<file path="config.mk">
export PLATFORM = sky130hd
export DESIGN_NAME = sr_bank_arbiter
export DESIGN_NICKNAME = d
export VERILOG_FILES = /design/src/rtl/sr_pkg.sv /design/src/rtl/sr_bank_arbiter_rr.sv /design/src/rtl/sr_bank_arbiter.sv
export SDC_FILE = /design/constraint.sdc
export NUM_CORES = 1
export LEC_CHECK = 0
export CELL_PAD_IN_SITES_DETAIL_PLACEMENT = 0
export CELL_PAD_IN_SITES_GLOBAL_PLACEMENT = 1
export CORE_MARGIN = 2
export CORE_UTILIZATION = 34
export DETAILED_ROUTE_END_ITERATION = 16
export GPL_TIMING_DRIVEN = 0
export PLACE_DENSITY = 0.86
export REMOVE_ABC_BUFFERS = 1
export SETUP_SLACK_MARGIN = 0.5
export SYNTH_ARGS = -nofsm -noshare
export SYNTH_HDL_FRONTEND = slang
export SYNTH_SLANG_ARGS = --single-unit
</file>
<file path="constraint.sdc">
create_clock -name clk -period 3.03 [get_ports clk]
set_input_delay 0.303 -clock clk [delete_from_list [all_inputs] [get_ports clk]]
set_output_delay 0.303 -clock clk [all_outputs]
set_load 0.02 [all_outputs]
</file>
<file path="src/rtl/sr_pkg.sv">
// Shared constants and helpers for the SR flag bank arbiter.
package sr_pkg;

  localparam logic OP_CLR = 1'b0;
  localparam logic OP_SET = 1'b1;

  localparam int IDXW_DEF = 3;
  typedef logic [IDXW_DEF-1:0] flag_idx_t;

  function automatic int clog2(input int n);
    int r;
    r = 0;
    while ((1 << r) < n) r++;
    return r;
  endfunction

endpackage

</file>
<file path="src/rtl/sr_bank_arbiter_rr.sv">
// Combinational round-robin pick: lowest requester at or after ptr wins.
module rr_arbiter #(
  parameter int NREQ = 4,
  parameter int PW   = 2
) (
  input  logic [NREQ-1:0] req_i,
  input  logic [PW-1:0]   ptr_i,
  output logic [NREQ-1:0] gnt_o,
  output logic            vld_o
);

  logic [NREQ-1:0] rot;
  logic [NREQ-1:0] first_oh;

  // Rotate so ptr sits at bit 0, isolate the lowest set bit, rotate back.
  assign rot      = NREQ'({req_i, req_i} >> ptr_i);
  assign first_oh = rot & (~rot + NREQ'(1));
  assign gnt_o    = NREQ'(({first_oh, first_oh} << ptr_i) >> NREQ);
  assign vld_o    = |req_i;

endmodule

</file>
<file path="src/rtl/sr_bank_arbiter.sv">
// Round-robin sequencer applying one set/clear per clock to a bank of SR flags.
module sr_bank_arbiter
  import sr_pkg::*;
#(
  parameter int NREQ   = 4,
  parameter int NFLAGS = 8,
  parameter int IDXW   = 3
) (
  input  logic                 clk,
  input  logic                 reset,
  input  logic [NREQ-1:0]      req,
  input  logic [NREQ-1:0]      op_set,
  input  logic [NREQ*IDXW-1:0] idx,
  output logic [NREQ-1:0]      gnt,
  output logic [NFLAGS-1:0]    flags,
  output logic                 conflict,
  output logic                 idx_err
);

  localparam int PW = (clog2(NREQ) < 1) ? 1 : clog2(NREQ);
  localparam logic [IDXW:0] NFL = (IDXW+1)'(NFLAGS);

  logic [PW-1:0]     ptr_q, ptr_d;
  logic [NFLAGS-1:0] flags_q, flags_d;
  logic [NREQ-1:0]   gnt_q;
  logic              conflict_q, conflict_d;
  logic              idx_err_q, idx_err_d;

  logic [NREQ-1:0]   win_oh;
  logic              win_vld;
  logic [IDXW-1:0]   w_idx;
  logic              w_op;
  logic              in_range;

  rr_arbiter #(.NREQ(NREQ), .PW(PW)) u_rr (
    .req_i (req),
    .ptr_i (ptr_q),
    .gnt_o (win_oh),
    .vld_o (win_vld)
  );

  always_comb begin
    w_idx      = '0;
    w_op       = OP_CLR;
    ptr_d      = ptr_q;
    flags_d    = flags_q;
    conflict_d = 1'b0;
    for (int i = 0; i < NREQ; i++) begin
      if (win_oh[i]) begin
        w_idx = idx[i*IDXW +: IDXW];
        w_op  = op_set[i];
        // Explicit wrap keeps non-power-of-2 NREQ inside 0..NREQ-1.
        ptr_d = (i == NREQ-1) ? '0 : PW'(i + 1);
      end
    end
    in_range  = ({1'b0, w_idx} < NFL);
    idx_err_d = win_vld && !in_range;
    for (int f = 0; f < NFLAGS; f++) begin
      if (win_vld && in_range && (w_idx == IDXW'(f))) flags_d[f] = w_op;
    end
    // Losers with the opposite op on the same flag stay pending; flag it.
    for (int j = 0; j < NREQ; j++) begin
      if (win_vld && !win_oh[j] && req[j] &&
          (idx[j*IDXW +: IDXW] == w_idx) && (op_set[j] != w_op))
        conflict_d = 1'b1;
    end
  end

  always_ff @(posedge clk) begin
    if (reset) begin
      ptr_q      <= '0;
      flags_q    <= '0;
      gnt_q      <= '0;
      conflict_q <= 1'b0;
      idx_err_q  <= 1'b0;
    end else begin
      ptr_q      <= ptr_d;
      flags_q    <= flags_d;
      gnt_q      <= win_oh;
      conflict_q <= conflict_d;
      idx_err_q  <= idx_err_d;
    end
  end

  assign gnt      = gnt_q;
  assign flags    = flags_q;
  assign conflict = conflict_q;
  assign idx_err  = idx_err_q;

endmodule
</file>
==> impl_metrics.json <==
{
  "result_of_the_run": "complete, no violations",
  "async_set_or_reset_flop_fraction_in_the_synthesized_netlist_pct": 0,
  "ant_nets": 0,
  "layout-area-overhead-vs-synth_pct": 40.3,
  "fin_hold_ws_ns": 0.399,
  "cp_top_family": "compound AO/OA/AOI/OAI gates",
  "row_count": 21,
  "gp_congestion": 0.882,
  "yosys_register_bits": 15,
  "max-slew-margin-rel_pct": 60.8,
  "yosys_warnings": 0,
  "timing.fmax_ghz": 0.415,
  "dpl_worst_slack_ns": -0.194,
  "detailed_place_hpwl_um": 2240,
  "place_inst": 212,
  "largest_net_degree_at_the_start_of_global_routing": 16,
  "total_power_uw": 706,
  "drt-total-wl_um": 3050,
  "powerDensity_mw_per_mm2": 430,
  "core_area_mm2": 0.00331,
  "yosysSeqAreaShare_pct": 25.7,
  "timing.critical_path.slowest_cell_delay_ns": 0.43,
  "globalRoute.busiestLayer": "met2",
  "setup_violations": 0,
  "worst_ir_drop_vdd_uv": 167,
  "dr.first_iter.drc_count": 78,
  "gr-usage-met2_pct": 26.6,
  "finClkSkew_ns": 0.00681,
  "worst_skew_pair.late_latency_ns": 0.29,
  "dr.pass1.iters": 4,
  "setup_ws_ns": 0.618,
  "antenna_cells_inserted": 0,
  "leakagePower_uw": 0.000615,
  "netlist.area_leader.share_pct": 25.7,
  "timing.critical_path.fanout_max": 8,
  "clock_path_buffers": 2,
  "netlist_top_cells_count": "dfxtp_1, nor2_1, inv_1, mux2i_1, nand3_1",
  "drive_gt1_share_pct": 20.5,
  "grt_pass1_vias": 1099,
  "grt_antenna_before_repair": 0,
  "reg2reg_setup_slack_ns": 0.62,
  "routed_via_density": 5.30,
  "drc_errors": 0,
  "netlist_top_cells_area": "dfxtp_1, mux2i_1, nor2_1",
  "cp.buffers_inverters": 0,
  "synthesis.area_per_instance_um2": 8.47,
  "clock_sinks": 15,
  "design.portCount": 36,
  "worst_ep_required_time_ns": 3.24,
  "max_slew.worst_pin.slew_ns": 0.587,
  "grt_first_pass_wirelength_um": 5040,
  "use_met3_pct": 3.24,
  "grtUsageMet1_pct": 20.0,
  "final_cells": 222,
  "critPathCaptureType": "flip-flop",
  "cp.arrival_ns": 2.62,
  "cts_max_level": 1,
  "chipWidth_um": 62.6,
  "finalHoldViolations": 0,
  "initial_standard_cell_utilization_of_the_core_pct": 35.3,
  "syn_area_mm2": 0.00117,
  "synthCells": 138,
  "yosysUniqueCellTypes": 48,
  "net_count_final": 199,
  "hold_class": "input pin to flip-flop",
  "timing.final.max_slew_violations": 0,
  "detailroute.via_count": 1176,
  "fp.dieArea_mm2": 0.00392,
  "synth_top_cell_by_area": "dfxtp_1",
  "worst-setup-path-type": "flip-flop to flip-flop",
  "port_buffers": 34,
  "groute.usage.overall_pct": 15.8,
  "global_route.overflow_total": 0,
  "post-route-period-util_pct": 79.6,
  "synth-main-ff-cell": "dfxtp_1",
  "synth-edff-count": 0,
  "tritoncts": "done",
  "timing.final.crit_period_ns": 2.41,
  "clock_edge_transition_at_the_registers_on_the_reported_setup_and_hold_paths_ns": 0.10,
  "wire_per_inst_um": 13.7,
  "placed_area_mm2": 0.00153,
  "cp_slowest_cell": "a311o_2",
  "max_cap_violations": 0,
  "rsz0062_at_grt": "false",
  "finalInstanceArea_mm2": 0.00164,
  "cts_made_buffers": 3,
  "critical_path.startpoint_type": "flip-flop",
  "die_y_um": 62.6,
  "chain_of_cells_forming_the_critical_path": "nand2b_1 > a311o_2 > nand3_1 > a221oi_4 > or3_1 > a222oi_1 > o2bb2a_1 > a31oi_1",
  "cts-root-buf": "clkbuf_4"
}
[report_power, final]
part / internal [uW] / switching, uW
clock: 49.1 / 72.2
sequential: 216 / 15.4
combinational: 167 / 186
total: 432 / 273
[state kept, by name (all words and copies together), names as in the netlist]
register,cells
conflict,1
gnt,4
flags,8
ptr_q,2
[final timing paths]
| kind | start | to | depth (start not counted) |
|---|---|---|---|
| max reg2reg | ptr_q[0] | conflict | 8 |
| min | req[1] | ptr_q[0] | 2 |
| min reg2reg | flags[3] | flags[3] | 2 |
| max | ptr_q[0] | conflict | 8 |
[stage by stage]
stage | utilization, % | TNS, ns
after floorplan | - | 0
after global placement | 46.1 | -0.317
after detailed placement | 46.1 | -0.543
after CTS | 47.7 | 0
after global routing | 49.5 | 0
final | 49.5 | 0
[cell type report]
type	count	area, um2
clock inverter	1	5.00
fill	310	1670
multi-input combinational	110	851
tap	46	57.6
inverter	7	26.3
sequential	15	305
clock buffer	3	22.5
timing repair buffer	40	372
[kinds of logic after synthesis]
group	after synthesis	synth area share, %
AOI/OAI and AO/OA	33	27.1
buffers and inverters	13	5.67
DFF	15	25.7
xor gates and xnor gates	10	7.49
and+or+nand+nor	58	26.8
other	1	0.321
muxes	8	6.96
[cell usage in the layout (no fill, tap or decap), types with 4 or more instances in the layout]
cell,n
buf_4,6
clkdlybuf4s50_1,30
dfxtp_1,13
inv_1,7
mux2i_1,7
nand2_1,4
nand3_1,7
nand3b_1,4
nor2_1,14
nor3_1,4
o21ai_0,6
o22ai_1,4
or3_1,4
xnor2_1,4
xor2_1,6
[worst reg2reg max path: cells and delay by family (launching register included)]
| kind | cells | cell delay, ns |
|---|---|---|
| flops | 1 | 0.38 |
| compound gates | 5 | 1.27 |
| simple gates | 3 | 0.70 |
[metal layers]
| metal | share of wire (%) | wire (um) |
|---|---|---|
| met2 | 50 | 1510 |
| met1 | 44 | 1340 |
| met3 | 6.0 | 182 |
| met4 | 0.43 | 13 |
| met5 | 0 | 0 |
[what timing repair did]
action                                 4_1_cts  5_1_grt
endpoints found under the hold margin        0        0
setup endpoints to repair                    9        5
setup buffers                                2        4
pin swaps                                    1        4
hold buffers                                 0        0
gates resized for setup                     10       15
No activity file was read; power rests on OpenSTA's default activity.
